## src/rtl/cpu_exec_ctrl.sv

```systemverilog
// -----------------------------------------------------------------------------
// cpu_exec_ctrl
//
// Execution controller for the rv32i single-cycle core. It lives in the
// divided CPU clock domain (clk_out) and does the following:
//   - conditions the three raw board buttons (2-FF synchroniser, debounce
//     counter, rising-edge detector) into one-cycle press pulses;
//   - runs the HALT / RUN / STEP machine that gates the core's clock enable;
//   - halts on a single full-width PC breakpoint;
//   - counts executed (enabled) cycles for debug readout.
//
// Ports
//   clk_out      in   divided CPU clock
//   rst          in   asynchronous, active-low reset
//   btn_run      in   raw run button, active-high, asynchronous
//   btn_step     in   raw single-step button, active-high, asynchronous
//   btn_halt     in   raw halt button, active-high, asynchronous
//   bp_en        in   breakpoint enable (quasi-static)
//   bp_addr      in   breakpoint address [XLEN]
//   pc           in   current core PC [XLEN], same clock domain
//   cpu_en       out  core clock enable; an instruction retires on each
//                     clk_out edge where it is 1
//   state        out  00=HALT, 01=RUN, 10=STEP
//   bp_hit       out  sticky: the last entry to HALT came from the breakpoint
//   step_done    out  one-cycle pulse in the cycle a single step executes
//   cycle_count  out  number of clk_out edges with cpu_en=1 [CNT_W], wraps
// -----------------------------------------------------------------------------
module cpu_exec_ctrl #(
  parameter int unsigned DEBOUNCE_CYCLES = 4,
  parameter int unsigned CNT_W           = 32,
  parameter int unsigned XLEN            = 32
) (
  input  logic             clk_out,
  input  logic             rst,
  input  logic             btn_run,
  input  logic             btn_step,
  input  logic             btn_halt,
  input  logic             bp_en,
  input  logic [XLEN-1:0]  bp_addr,
  input  logic [XLEN-1:0]  pc,
  output logic             cpu_en,
  output logic [1:0]       state,
  output logic             bp_hit,
  output logic             step_done,
  output logic [CNT_W-1:0] cycle_count
);

  typedef enum logic [1:0] {
    ST_HALT = 2'b00,
    ST_RUN  = 2'b01,
    ST_STEP = 2'b10
  } state_e;

  // The counter toggles the level on the increment that would reach
  // DEBOUNCE_CYCLES, i.e. when it currently holds DEBOUNCE_CYCLES-1.
  localparam logic [15:0] DB_LAST = 16'(DEBOUNCE_CYCLES - 1);

  // Button vectors are ordered {halt, step, run}.
  logic [2:0]       btn_raw_s;
  logic [2:0]       sync1_q;
  logic [2:0]       sync2_q;
  logic [2:0]       deb_q;
  logic [2:0]       deb_d;
  logic [2:0]       deb_prev_q;
  logic [2:0][15:0] cnt_q;
  logic [2:0][15:0] cnt_d;
  logic [2:0]       press_s;
  logic             run_p_s;
  logic             step_p_s;
  logic             halt_p_s;

  state_e           state_q;
  state_e           state_d;
  logic             bp_hit_q;
  logic             bp_hit_d;
  logic             bp_arm_q;
  logic             bp_arm_d;
  logic             bp_match_s;
  logic             cpu_en_s;
  logic [CNT_W-1:0] cycle_count_q;
  logic [CNT_W-1:0] cycle_count_d;

  assign btn_raw_s = {btn_halt, btn_step, btn_run};

  // Debounce next-state: count consecutive samples that disagree with the
  // debounced level; any agreeing sample restarts the count.
  always_comb begin
    deb_d = deb_q;
    cnt_d = cnt_q;
    for (int b = 0; b < 3; b++) begin
      if (sync2_q[b] == deb_q[b]) begin
        cnt_d[b] = 16'd0;
      end else if (cnt_q[b] == DB_LAST) begin
        deb_d[b] = ~deb_q[b];
        cnt_d[b] = 16'd0;
      end else begin
        cnt_d[b] = cnt_q[b] + 16'd1;
      end
    end
  end

  // Button synchroniser, debounce and edge-detect flops.
  always_ff @(posedge clk_out or negedge rst) begin
    if (!rst) begin
      sync1_q    <= 3'b000;
      sync2_q    <= 3'b000;
      deb_q      <= 3'b000;
      deb_prev_q <= 3'b000;
      cnt_q      <= {3{16'h0000}};
    end else begin
      sync1_q    <= btn_raw_s;
      sync2_q    <= sync1_q;
      deb_q      <= deb_d;
      deb_prev_q <= deb_q;
      cnt_q      <= cnt_d;
    end
  end

  // Press pulse only on the debounced 0->1 transition; releases are silent.
  assign press_s  = deb_q & ~deb_prev_q;
  assign run_p_s  = press_s[0];
  assign step_p_s = press_s[1];
  assign halt_p_s = press_s[2];

  // bp_arm keeps a resumed RUN from re-halting on the breakpointed PC.
  assign bp_match_s = bp_en && bp_arm_q && (pc == bp_addr) && (state_q == ST_RUN);

  // A halt press or a breakpoint match blocks the instruction in this cycle.
  assign cpu_en_s = ((state_q == ST_RUN) && !bp_match_s && !halt_p_s) ||
                    (state_q == ST_STEP);

  // Execution state machine next-state, breakpoint flags and arm logic.
  always_comb begin
    state_d  = state_q;
    bp_hit_d = bp_hit_q;
    bp_arm_d = bp_arm_q;
    case (state_q)
      ST_HALT: begin
        if (run_p_s) begin
          state_d  = ST_RUN;
          bp_hit_d = 1'b0;
        end else if (step_p_s) begin
          state_d  = ST_STEP;
          bp_hit_d = 1'b0;
        end else begin
          state_d  = ST_HALT;
        end
      end
      ST_RUN: begin
        if (halt_p_s) begin
          state_d  = ST_HALT;
        end else if (bp_match_s) begin
          state_d  = ST_HALT;
          bp_hit_d = 1'b1;
        end else begin
          state_d  = ST_RUN;
        end
      end
      ST_STEP: begin
        state_d = ST_HALT;
      end
      default: begin
        state_d = ST_HALT;
      end
    endcase

    // Disarm on entry to RUN, arm once a full RUN cycle has elapsed.
    if ((state_q != ST_RUN) && (state_d == ST_RUN)) begin
      bp_arm_d = 1'b0;
    end else if (state_q == ST_RUN) begin
      bp_arm_d = 1'b1;
    end else begin
      bp_arm_d = bp_arm_q;
    end
  end

  // Executed-cycle counter next-state; wraps silently.
  always_comb begin
    if (cpu_en_s) begin
      cycle_count_d = cycle_count_q + CNT_W'(1);
    end else begin
      cycle_count_d = cycle_count_q;
    end
  end

  // Control state, breakpoint flags and cycle counter registers.
  always_ff @(posedge clk_out or negedge rst) begin
    if (!rst) begin
      state_q       <= ST_HALT;
      bp_hit_q      <= 1'b0;
      bp_arm_q      <= 1'b0;
      cycle_count_q <= {CNT_W{1'b0}};
    end else begin
      state_q       <= state_d;
      bp_hit_q      <= bp_hit_d;
      bp_arm_q      <= bp_arm_d;
      cycle_count_q <= cycle_count_d;
    end
  end

  assign cpu_en      = cpu_en_s;
  assign state       = state_q;
  assign bp_hit      = bp_hit_q;
  assign step_done   = (state_q == ST_STEP);
  assign cycle_count = cycle_count_q;

endmodule

```

## config.mk

```make
export PLATFORM = sky130hd
export DESIGN_NAME = cpu_exec_ctrl
export DESIGN_NICKNAME = d
export VERILOG_FILES = /design/src/rtl/cpu_exec_ctrl.sv
export SDC_FILE = /design/constraint.sdc
export NUM_CORES = 1
export LEC_CHECK = 0
export CORE_MARGIN = 8
export CORE_UTILIZATION = 51
export CTS_CLUSTER_DIAMETER = 60
export DETAILED_ROUTE_END_ITERATION = 8
export PLACE_DENSITY = 0.91
export SLEW_MARGIN = 40
export SYNTH_ARGS = -nofsm -noshare
export SYNTH_HDL_FRONTEND = slang
export SYNTH_SLANG_ARGS = --single-unit
```

## constraint.sdc

```tcl
create_clock -name clk_out -period 2.3 [get_ports clk_out]
set_clock_uncertainty 0.1 [all_clocks]
set_input_delay 0.23 -clock clk_out [delete_from_list [all_inputs] [get_ports clk_out]]
set_output_delay 0.23 -clock clk_out [all_outputs]
set_load 0.02 [all_outputs]
```

======== Yosys cells after proc, flatten, opt, wreduce, memory -nomap -nowiden ========
Index checks and enable logic that the tools add are counted.
W data, S select, Z words.
word-level totals
  flip-flop bits (word level) ............. 96
  logic and storage cells ................. 73
cells by class
  equality and inequality tests ........... 14
  reductions and logical operators ........ 16
  add/subtract/negate cells ............... 4
  bitwise logic cells ..................... 8
  multiplexer cells ....................... 18
operators by type and width
  operator                 count
  $mux W16                 6
  $add A16 B1 Y16 const B  3
  $eq A16 B2 Y1 const B    3
  $add A32 B1 Y32 const B  1
  $eq A32 B32 Y1           1
  $mux W1                  8
  $logic_and A1 B1 Y1      6
  $not A1 Y1               6
  $reduce_and A2 Y1        3
  $eq A2 B1 Y1 const B     2
  $mux W2                  2
  $ne A2 B2 Y1 const B     2
  $pmux W2 S2              1
  $reduce_and A4 Y1        1
  $reduce_bool A2 Y1       2
  $and A3 B3 Y3            1
  $eq A1 B1 Y1             3
  $ne A3 B3 Y1 const B     1
  $not A3 Y3               1
  $eq A2 B2 Y1 const B     1
  $logic_not A1 Y1         2
  $logic_not A2 Y1         1
  $ne A2 B1 Y1 const B     1
  $pmux W1 S2              1
  $logic_or A1 B1 Y1       1

======== Longest topological paths before layout ========
  word-level depth ........................ 9
  gate-level depth with buffers ........... 7
  depth with buffers taken out ............ 7

======== Least setup slack after synthesis ========
OpenSTA, ideal clock, no wires.
  path kind ............................... register -> register
  start ................................... reg state_q[1], in the netlist state[1]
  end ..................................... reg cycle_count_q[1], in the netlist cycle_count[1]
  required time ........................... 2075 ps
  stages on the path, launching flop included .. 5
  setup time .............................. 125 ps
  arrival ................................. 1942 ps
  slack ................................... 134 ps
  clock period less this slack ............ 2166 ps
  path through ............................ dfrtp_1 > nand2b_1 > nand2b_1 > o21ai_0 > mux2_2
on the way
  word-level cells in the longest chain between the ends .. 6
ends and longest elaborated chain
  what                              line      text
  start: declaration                72        state_e state_q;
  start signal: assignment          194       state_q <= state_d;
  $eq A2 B1 Y1                      126, 129
  $logic_and A1 B1 Y1               126       assign bp_match_s = bp_en && bp_arm_q && (pc == bp_addr) && (state_q == ST_RUN);
  $logic_not A1 Y1                  129       assign cpu_en_s = ((state_q == ST_RUN) && !bp_match_s && !halt_p_s) ||
  $logic_and A1 B1 Y1 (2 in a row)  129
  $logic_or A1 B1 Y1 *              129
  named net cpu_en                  41        output logic cpu_en,
  end signal: assignment            192       cycle_count_q <= {CNT_W{1'b0}};
  end signal: assignment            197       cycle_count_q <= cycle_count_d;
  end: declaration                  80        logic [CNT_W-1:0] cycle_count_q;
Mark *: on every way through the listed nets, which the timed path passes. The rest lies on a longest branch.
A chain may end at the register's enable or synchronous reset.

======== Worst setup path after layout ========
  start ................................... in pc[18]
  end ..................................... out cpu_en
on the way
  word-level cells in the longest chain between the ends .. 7
ends and longest elaborated chain
  what                              line  text
  start: declaration                40    input logic [XLEN-1:0] pc,
  $eq A32 B32 Y1                    126
  $logic_and A1 B1 Y1 (2 in a row)  126
  $logic_not A1 Y1                  129
  $logic_and A1 B1 Y1 (2 in a row)  129
  $logic_or A1 B1 Y1                129
  end: declaration                  41
Every way passes these cells.

==> key figures <==
STA
  – Final Hold Vio Count: 0
  – Max-slew headroom: 63.32%
  – Slew Limit Fails: 0
  – Max Fclk: 449.0 MHz
  – Final Setup Violations: 0
  – RSZ-0062 raised after global routing: yes
  – Final Cycle Share: 96.83%
  – Worst Tran Pin Value: 0.5502 ns
  – Final hold slack: 0.1930 ns
  – Fin worst setup slack: 0.07289 ns
  – Setup TNS: 0 ns
  – Post-route minimum period: 2.227 ns

Global routing
  – Global-route wire length before repair: 21.44 mm
  – Pin count of the biggest net entering global routing: 55
  – GRT Overall Usage: 20.39%
  – Number of global-route vias before repair: 4509
  – Initial antenna violation count: 0
  – GRT overflow: 0

Routing
  – Antenna-violating nets left: 0
  – Via density: 5.589
  – DRT iter0 DRCs: 245
  – DR vias: 4315
  – # DRC: 0
  – Wirelength per Cell: 16.81 um
  – Final wirelength: 12.98 mm
  – 1st-pass router iterations: 5

CTS
  – Worst-Skew Late Latency: 0.36 ns
  – Post-CTS Setup Bufs: 0
  – H-Tree Depth: 3
  – Cts bufs inserted: 9
  – Max clock buf depth: 2
  – CTS clk-pin slew, worst paths: 0.10 ns
  – CTS tree: done
  – Clock Sinks: 96
  – Root Buffer: clkbuf_8

Setup path
  – WP buf/inv: 2
  – Critical path data arrival time: 1.90 ns
  – Critical R2R Launch: cycle_count[4]
  – Critical path's slowest cell: clkdlybuf4s50_1
  – Reg-to-Reg End: cycle_count[16]
  – Reg2Reg Setup Slack: 0.27 ns
  – Max FO, Critical Path: 2
  – Reg2Reg Depth: 7
  – CP Launch Type: input port
  – WP data required: 1.97 ns
  – Setup Crit Path Kind: in2out
  – Critical-path cell list: clkdlybuf4s50_1 > xnor2_2 > nand4_1 > nor4_2 > and3_2 > o21ai_0 > buf_2
  – Critical Path Start: pc[18]
  – Worst path top cell family by delay: simple AND/OR/NAND/NOR gates
  – Max incr delay on CP: 0.46 ns
  – CP Capture Type: primary output

Worst hold path
  – Worst hold endpoint: sync1_q[1]
  – Hold crit path type: in2reg
  – Hold path start: btn_step
  – Worst Hold Path Cells: 1

Place
  – RePlAce Congestion: 0.8762
  – Pre-CTS setup slack: -0.3409 ns
  – Detail Placement HPWL: 9.852 mm
  – Port bufs: 106

Die
  – Placeable Area: 0.009639 sq mm
  – Die H: 114.8 um
  – Die X: 114.8 um
  – Starting Density: 51.69%
  – # rows: 36
  – Io pins: 107
  – DIE AREA: 0.01319 sq mm

Logic synthesis
  – Post-synth EDFFs: 0
  – Synth unique cells: 41
  – Avg Inst Size Synth: 9.905 sq um
  – Mapped Cells: 503
  – Mapped Area: 0.004982 sq mm
  – Register bit total from synthesis: 96
  – Mapped Nets: 577
  – Asr flop ratio synth: 100.0%
  – Sequential-to-total area share from yosys stat: 48.22%
  – Ys flop type: dfrtp_1
  – Yosys warns: 0

Finish
  – Number of antenna diodes: 0
  – Share of layout cells above drive strength 1: 9.390%
  – Fillers: 709
  – Most frequent cells in the layout: clkdlybuf4s50_1, dfrtp_1, xnor2_1
  – Number of nets in the layout: 708
  – Most common cell after layout, fill and taps aside: clkdlybuf4s50_1
  – Area Growth Syn to Fin: 31.94%
  – Final core occ: 68.20%

Power and ir drop
  – Total power: 4.710 mW
  – Lkg Pwr: 2.686 nW
  – Peak supply drop: 0.0006157 V
  – PD cells: 716.5 mW/mm^2

Outcome
  – Status: finished clean

Flow run
  – Max Cap Viol: 0
synth_stat cells (2+ instances only):
library cell | n | share of area (%)
dfrtp_1 | 96 | 48
xnor2_1 | 71 | 12
nor2_1 | 60 | 4.5
nand3_1 | 33 | 3.3
nand4_1 | 33 | 4.1
nand2_1 | 32 | 2.4
xor2_1 | 30 | 5.3
and3_1 | 18 | 2.3
a21oi_1 | 17 | 1.7
nor4_1 | 17 | 2.1
nor3_1 | 16 | 1.6
inv_1 | 11 | 0.83
o21ai_0 | 6 | 0.60
a31oi_1 | 5 | 0.63
nor2b_1 | 5 | 0.63
and4_1 | 4 | 0.70
clkbuf_1 | 4 | 0.30
ha_1 | 4 | 1.0
mux2_2 | 4 | 0.90
nand2b_1 | 4 | 0.50
or3_1 | 4 | 0.50
buf_6 | 3 | 0.68
nor3b_1 | 3 | 0.45
and2_1 | 2 | 0.25
and3_2 | 2 | 0.30
nand3_2 | 2 | 0.40
o211ai_1 | 2 | 0.30
or4_1 | 2 | 0.30
per-layer routing:
layer / wire [um] / global-route usage, %
met1: 5147 / 22.64
met2: 6843 / 37.26
met5: 0 / 0
met3: 728 / 4.674
met4: 257 / 7.268
repair_timing:
action	CTS	global route
setup endpoints to repair	1	5
pin swaps	0	2
gates resized for setup	7	6
hold endpoints to repair	42	0
gates cloned	0	0
hold buffers	1	0
power by group:
group / internal (mW) / leakage, nW / switching [mW]
clock network: 0.450 / 0.101 / 0.630
registers: 1.89 / 1.28 / 0.239
logic: 0.661 / 1.30 / 0.840
stage by stage:
stage	cells	cell area, sq um
4_1_cts	772	6550
5_1_grt	772	6574
6_report	772	6574
3_5_place_dp	755	6325
3_3_place_gp	755	6325
2_1_floorplan	503	4982
cells by family (layout without fill, tap and decap cells):
logic type	count (synthesis)	count (layout)	synth area share, %
adders and majority gates	4	4	1.005
xor gates and xnor gates	101	101	17.75
AOI/OAI and AO/OA	34	34	3.918
and+or+nand+nor	244	244	26.17
DFF	96	96	48.22
buffers and inverters	20	156	2.034
muxes	4	4	0.9040
cell type report:
type | instances | area [sq um] | area share, %
clock inverters | 6 | 57.56 | 0.8755
multi-input cells | 387 | 2525 | 38.41
well taps | 133 | 166.4 | 2.531
clock buffers | 10 | 137.6 | 2.094
flip-flops and latches | 96 | 2402 | 36.54
repair buffers | 129 | 1244 | 18.92
inverters | 11 | 41.29 | 0.6281
worst max path at each step:
stage | endpoint | slack (ns) | cells after the start
after floorplan | cycle_count[1] | 0.13 | 4
after detailed placement | cpu_en | -0.34 | 7
after global placement | cpu_en | -0.35 | 7
after global routing | cpu_en | -0.03 | 7
after CTS | cpu_en | 0.003 | 7
final | cpu_en | 0.07 | 7
sequential cells by signal, indices dropped and copies added, names as in the netlist:
signal	cells
bp_arm_q	1
bp_hit	1
cnt_q	48
cycle_count	32
deb_prev_q	3
deb_q	3
state	2
sync1_q	3
sync2_q	3
No activity file was read; power rests on OpenSTA's default activity.
